===== src/rtl/fft_seq_pkg.sv =====
// fft_seq_pkg: default geometry, limits and state encoding for the FFT frame sequencer.
package fft_seq_pkg;
  localparam int I_BW = 14;
  localparam int FRAME_LEN = 2048;
  localparam int GROUP_SIZE = 1024;
  localparam int GNUM_W = 7;
  localparam int GIDX_W = 10;
  localparam int MAX_INFLIGHT = 2;
  localparam int TIMEOUT = 4096;
  localparam int GROUPS_PER_FRAME = FRAME_LEN / GROUP_SIZE;
  typedef enum logic {IDLE, LOAD} state_t;
endpackage


===== src/rtl/frame_index_counter.sv =====
// frame_index_counter: group number / in-group index counter over one frame.
// Ports: clk, rst (async, active-low), inc (advance one sample), clear (sync clear),
//        num/idx (current position), last (position is the final sample of a frame).
module frame_index_counter #(
  parameter int GNUM_W = 7,
  parameter int GIDX_W = 10,
  parameter int GROUPS = 2
) (
  input  logic              clk,
  input  logic              rst,
  input  logic              inc,
  input  logic              clear,
  output logic [GNUM_W-1:0] num,
  output logic [GIDX_W-1:0] idx,
  output logic              last
);
  // GROUP_SIZE is 2**GIDX_W, so an all-ones index is the end of a group.
  assign last = num == GNUM_W'(GROUPS - 1) && &idx;
  always_ff @(posedge clk or negedge rst)
    if (!rst) begin
      num <= '0;
      idx <= '0;
    end else if (clear || (inc && last)) begin
      num <= '0;
      idx <= '0;
    end else if (inc) begin
      idx <= idx + GIDX_W'(1);
      if (&idx) num <= num + GNUM_W'(1);
    end
endmodule


===== src/rtl/fft_frame_sequencer.sv =====
// fft_frame_sequencer: frames a sample stream for the bit-reversal stage and retires its output.
// Ports: clk, rst (async, active-low), enable; s_valid/s_data/s_ready upstream stream;
//        di_en/data_i/in_group_num/in_group_idx to the stage; do_en/out_group_num/out_group_idx
//        from the stage; frame_load_done/frame_out_done pulses, inflight, frames_done, seq_err.
module fft_frame_sequencer #(
  parameter int I_BW = fft_seq_pkg::I_BW,
  parameter int FRAME_LEN = fft_seq_pkg::FRAME_LEN,
  parameter int GROUP_SIZE = fft_seq_pkg::GROUP_SIZE,
  parameter int GNUM_W = fft_seq_pkg::GNUM_W,
  parameter int GIDX_W = fft_seq_pkg::GIDX_W,
  parameter int MAX_INFLIGHT = fft_seq_pkg::MAX_INFLIGHT,
  parameter int TIMEOUT = fft_seq_pkg::TIMEOUT
) (
  input  logic                                  clk,
  input  logic                                  rst,
  input  logic                                  enable,
  input  logic                                  s_valid,
  input  logic [I_BW-1:0]                       s_data,
  output logic                                  s_ready,
  output logic                                  di_en,
  output logic [I_BW-1:0]                       data_i,
  output logic [GNUM_W-1:0]                     in_group_num,
  output logic [GIDX_W-1:0]                     in_group_idx,
  input  logic                                  do_en,
  input  logic [GNUM_W-1:0]                     out_group_num,
  input  logic [GIDX_W-1:0]                     out_group_idx,
  output logic                                  frame_load_done,
  output logic                                  frame_out_done,
  output logic [$clog2(MAX_INFLIGHT+1)-1:0]     inflight,
  output logic [15:0]                           frames_done,
  output logic [1:0]                            seq_err
);
  import fft_seq_pkg::*;
  localparam int GROUPS = FRAME_LEN / GROUP_SIZE;
  localparam int IF_W = $clog2(MAX_INFLIGHT + 1);
  localparam int WD_W = $clog2(TIMEOUT + 1);
  state_t state;
  logic [GNUM_W-1:0] in_num, out_num;
  logic [GIDX_W-1:0] in_idx, out_idx;
  logic in_last, out_last, accept, beat, ld, od, range_bad;
  logic [WD_W-1:0] wd;
  logic unused;
  assign s_ready = state == LOAD;
  assign accept = s_valid && s_ready;
  // Beats with nothing in flight are faults and must not advance the output counter.
  assign beat = do_en && inflight != '0;
  assign ld = accept && in_last;
  assign od = beat && out_last;
  assign range_bad = int'(out_group_num) >= GROUPS || int'(out_group_idx) >= GROUP_SIZE;
  // Only the output counter's end-of-frame flag matters; its position is not needed.
  assign unused = ^{out_num, out_idx};
  frame_index_counter #(.GNUM_W(GNUM_W), .GIDX_W(GIDX_W), .GROUPS(GROUPS)) u_in_cnt (
    .clk(clk), .rst(rst), .inc(accept), .clear(1'b0), .num(in_num), .idx(in_idx), .last(in_last)
  );
  frame_index_counter #(.GNUM_W(GNUM_W), .GIDX_W(GIDX_W), .GROUPS(GROUPS)) u_out_cnt (
    .clk(clk), .rst(rst), .inc(beat), .clear(1'b0), .num(out_num), .idx(out_idx), .last(out_last)
  );
  always_ff @(posedge clk or negedge rst)
    if (!rst) begin
      state <= IDLE;
      di_en <= 1'b0;
      data_i <= '0;
      in_group_num <= '0;
      in_group_idx <= '0;
      frame_load_done <= 1'b0;
      frame_out_done <= 1'b0;
      inflight <= '0;
      frames_done <= '0;
      seq_err <= '0;
      wd <= '0;
    end else begin
      // Returning to IDLE after the last sample creates the one-cycle inter-frame bubble.
      state <= state == IDLE ? ((enable && inflight < IF_W'(MAX_INFLIGHT)) ? LOAD : IDLE)
                             : (ld ? IDLE : LOAD);
      di_en <= accept;
      if (accept) begin
        data_i <= s_data;
        in_group_num <= in_num;
        in_group_idx <= in_idx;
      end
      frame_load_done <= ld;
      frame_out_done <= od;
      inflight <= inflight + IF_W'(ld) - IF_W'(od);
      if (od) frames_done <= frames_done + 16'd1;
      if (do_en && (inflight == '0 || range_bad)) seq_err[0] <= 1'b1;
      wd <= (do_en || inflight == '0) ? '0 : (wd == WD_W'(TIMEOUT) ? wd : wd + WD_W'(1));
      if (wd == WD_W'(TIMEOUT)) seq_err[1] <= 1'b1;
    end
endmodule


===== config.mk =====
export PLATFORM = sky130hd
export DESIGN_NAME = fft_frame_sequencer
export DESIGN_NICKNAME = d
export VERILOG_FILES = /design/src/rtl/fft_seq_pkg.sv /design/src/rtl/frame_index_counter.sv /design/src/rtl/fft_frame_sequencer.sv
export SDC_FILE = /design/constraint.sdc
export NUM_CORES = 1
export LEC_CHECK = 0
export ABC_AREA = 1
export CAP_MARGIN = 20
export CORE_MARGIN = 3
export CORE_UTILIZATION = 48
export CTS_CLUSTER_SIZE = 28
export DETAILED_ROUTE_END_ITERATION = 10
export GPL_TIMING_DRIVEN = 0
export HOLD_SLACK_MARGIN = 0.05
export PLACE_DENSITY_LB_ADDON = 0.25
export SLEW_MARGIN = 20
export SYNTH_ARGS = -nofsm -noshare
export SYNTH_HDL_FRONTEND = slang
export SYNTH_SLANG_ARGS = --single-unit

===== constraint.sdc =====
create_clock -name clk -period 1.8 [get_ports clk]
set_input_delay 0.54 -clock clk [delete_from_list [all_inputs] [get_ports clk]]
set_output_delay 0.54 -clock clk [all_outputs]
set_load 0.02 [all_outputs]

==> summary.md <==
| Metric | Value |
|---|---|
| Outcome | finished, final reports clean |
| Synth Register Bits | roughly 100 |
| Worst setup EP type | flop |
| Final nets | roughly 800 |
| Total global-route track usage | 0.207 |
| Slew headroom | 0.684 |
| Gate Count Post-Synth | about 650 |
| Die area | ~12000 µm² |
| Via Count | about 4500 |
| Pleak | ~3.2 nW |
| Root buffer cell | clkbuf_8 |
| Vias in the first global route | 4420 |
| VDD IR-drop max | around 0.45 mV |
| Sequential element share of the synthesized area | 0.504 |
| Final period util | 0.994 |
| Worst path required time | 2070 ps |
| CTS tree | yes |
| Pre-Repair DR Iteration Count | 5 |
| Core Box Area | roughly 10000 µm² |
| R2R Setup Slk | between 10 and 15 ps |
| CP Launch Type | flop |
| Die height | 109 µm |
| Via density per instance | around 5 |
| Critical path arrival | slightly above 2000 ps |
| Max Cap Violations | 0 |
| Hold Vio Cnt, Final | 0 |
| Initial antenna violation count | 0 |
| Cell Area, Synth | 5070 µm² |
| Worst-path fanout max | 3 |
| CTS Buffer Depth | 2 |
| Share of layout cells above drive strength 1 | 0.0997 |
| Worst reg2reg endpoint | inflight[1] |
| Total negative slack | 0 ps |
| Synthesis Warnings | 0 |
| Reg clk slew, reported paths | 110 ps |
| Final Non-Filler Cells | about 900 |
| First-pass GRT wire length | around 20000 µm |
| Post-route ant nets | 0 |
| Final setup violation count | 0 |
| Worst r2r path cells | 10 |
| Dpl cell area | just over 6000 µm² |
| DRC Markers | 0 |
| Routability Congestion | 0.869 |
| CTS Sinks | between 100 and 150 |
| Ant diodes | 0 |
| Clk_lat worst skew | ~380 ps |
| CP startpoint | u_in_cnt.idx[0] |
| Final core utilization | 0.645 |
| TritonCTS Buffers | 9 |
| Area delta synth->final | 27.4% |
| I/O pin cnt | 91 |
| Pin count of the biggest net entering global routing | 54 |
| RSZ-0062 raised after global routing | true |
| Design Area, Final | approximately 6500 µm² |
| Tightest Pin Transition | 474 ps |
| Most common cell after layout, fill and taps aside | nand2_1 |
| DP Cell Count | 861 |
| IO Port Bufs | 79 |
| Most frequent cells in the layout | nand2_1 (220), dfrtp_1 (97), inv_1 (71) |
| Minimum clock period | between 1500 and 2000 ps |
| Pre-CTS WS | -829 ps |
| Critical path class | flop to flop |
| Pwr dens | between 800 and 900 nW/µm² |
| Setup WS post-layout | ~11 ps |
| Die W | 109 µm |
| Initial drt markers | 233 |
| Final wirelength | 11600 µm |
| Starting Density | 0.507 |
| H-tree depth | 3 |
| Clk_skew | between 10 and 15 ps |
| Hpwl dp | between 8000 and 9000 µm |
| Final slew viol count | 0 |
| Drt wl/cell | around 13 µm |
| Remaining Overflow, GRT | 0 |
| Peak Freq | 559 MHz |
| Yosys cell types | 27 |
| FF-to-FF Start | u_in_cnt.idx[0] |
| Syn nets | 695 |
| Mean area per synthesized cell | between 7 and 8 µm² |
| Row cnt | 36 |
| Hold Crit Class | input port to async pin |
==> worst max-delay path: stages (launching register included) <==
cell	delay, ps
dfrtp_1	410
ha_4	170
nand2_4	60
nor2_4	120
nand3_4	100
nor2_4	160
nand2_4	80
ha_4	260
inv_2	30
ha_2	160
xnor2_1	110
==> final cells by class <==
type	count	area, µm²
multi-input cells	458	2280
well taps	133	166
plain buffers	10	51.3
repair buffers	98	886
clock buffers	9	124
inverters	78	300
clock inverters	7	86.3
fillers	872	3550
flip-flops and latches	102	2560
==> flip-flops by register name (all words and copies together) (netlist names) <==
signal / flops
wd: 13
s_ready: 1
u_in_cnt.num: 7
u_out_cnt.idx: 10
frames_done: 16
u_in_cnt.idx: 10
seq_err: 2
in_group_idx: 10
di_en: 1
u_out_cnt.num: 7
in_group_num: 7
frame_load_done: 1
inflight: 2
data_i: 14
frame_out_done: 1
==> Yosys cell counts <==
| cell | count | share of area |
|---|---|---|
| xor2_1 | 10 | 0.017 |
| nand3_4 | 2 | 0.0069 |
| buf_2 | 3 | 0.0030 |
| nand2_2 | 2 | 0.0025 |
| nand2_1 | 222 | 0.16 |
| o21ai_0 | 45 | 0.044 |
| nor2_4 | 3 | 0.0067 |
| clkbuf_1 | 5 | 0.0037 |
| nor4_1 | 1 | 0.0012 |
| inv_2 | 2 | 0.0015 |
| nor3_1 | 6 | 0.0059 |
| nand3_2 | 1 | 0.0020 |
| nand4_1 | 15 | 0.019 |
| nand3b_1 | 1 | 0.0015 |
| inv_1 | 74 | 0.055 |
| ha_1 | 11 | 0.027 |
| buf_6 | 1 | 0.0022 |
| dfrtp_1 | 102 | 0.50 |
| o21bai_1 | 2 | 0.0030 |
| xnor2_1 | 10 | 0.017 |
| o21ai_2 | 1 | 0.0017 |
| nand3_1 | 38 | 0.038 |
| nor2_1 | 77 | 0.057 |
| nor3_4 | 1 | 0.0032 |
| a21oi_1 | 10 | 0.0099 |
| buf_1 | 1 | 0.00074 |
| clkinv_2 | 2 | 0.0020 |
==> per-layer routing <==
layer	GRT usage	vias up	part of all wire
met5	0	-	0
met4	0.0730	0	0.014
met3	0.0509	17	0.053
met2	0.343	143	0.49
met1	0.266	2126	0.44
li1	-	2251	-
==> power by group <==
group          switching [mW]  internal [mW]
registers               0.185           2.51
clock network           0.866          0.673
logic                   0.591          0.373
==> through the flow <==
step / power (mW) / hold slack (ps)
global route: 5.48 / 115
finish: 5.20 / 89.9
detailed placement: 3.68 / 464
global placement: 3.65 / 464
CTS: 5.17 / 102
floorplan: 3.21 / 244
==> cell families (layout without fill, tap and decap cells) <==
logic type / count (synthesis) / count (layout) / share of synthesized area
flops: 102 / 102 / 0.504
simple gates: 369 / 369 / 0.307
xor+xnor: 20 / 20 / 0.0346
compound gates: 58 / 58 / 0.0590
fa+ha+maj: 11 / 11 / 0.0272
buf+inv: 88 / 202 / 0.0679
==> worst max-delay path by stage <==
stage | cells past startpoint | slack [ps] | endpoint
2_1_floorplan | 8 | 4 | inflight[1]
3_3_place_gp | 1 | -3640 | data_i[6]
3_5_place_dp | 8 | -830 | inflight[0]
4_1_cts | 11 | 4 | inflight[0]
5_1_grt | 11 | -90 | inflight[0]
6_report | 10 | 10 | inflight[1]
==> what timing repair did <==
action	4_1_cts	5_1_grt
pin swaps	7	6
setup buffers	10	8
hold buffers	0	0
resized for setup	70	18
endpoints found under the setup margin	57	13
(Power assumes the default switching activity.)
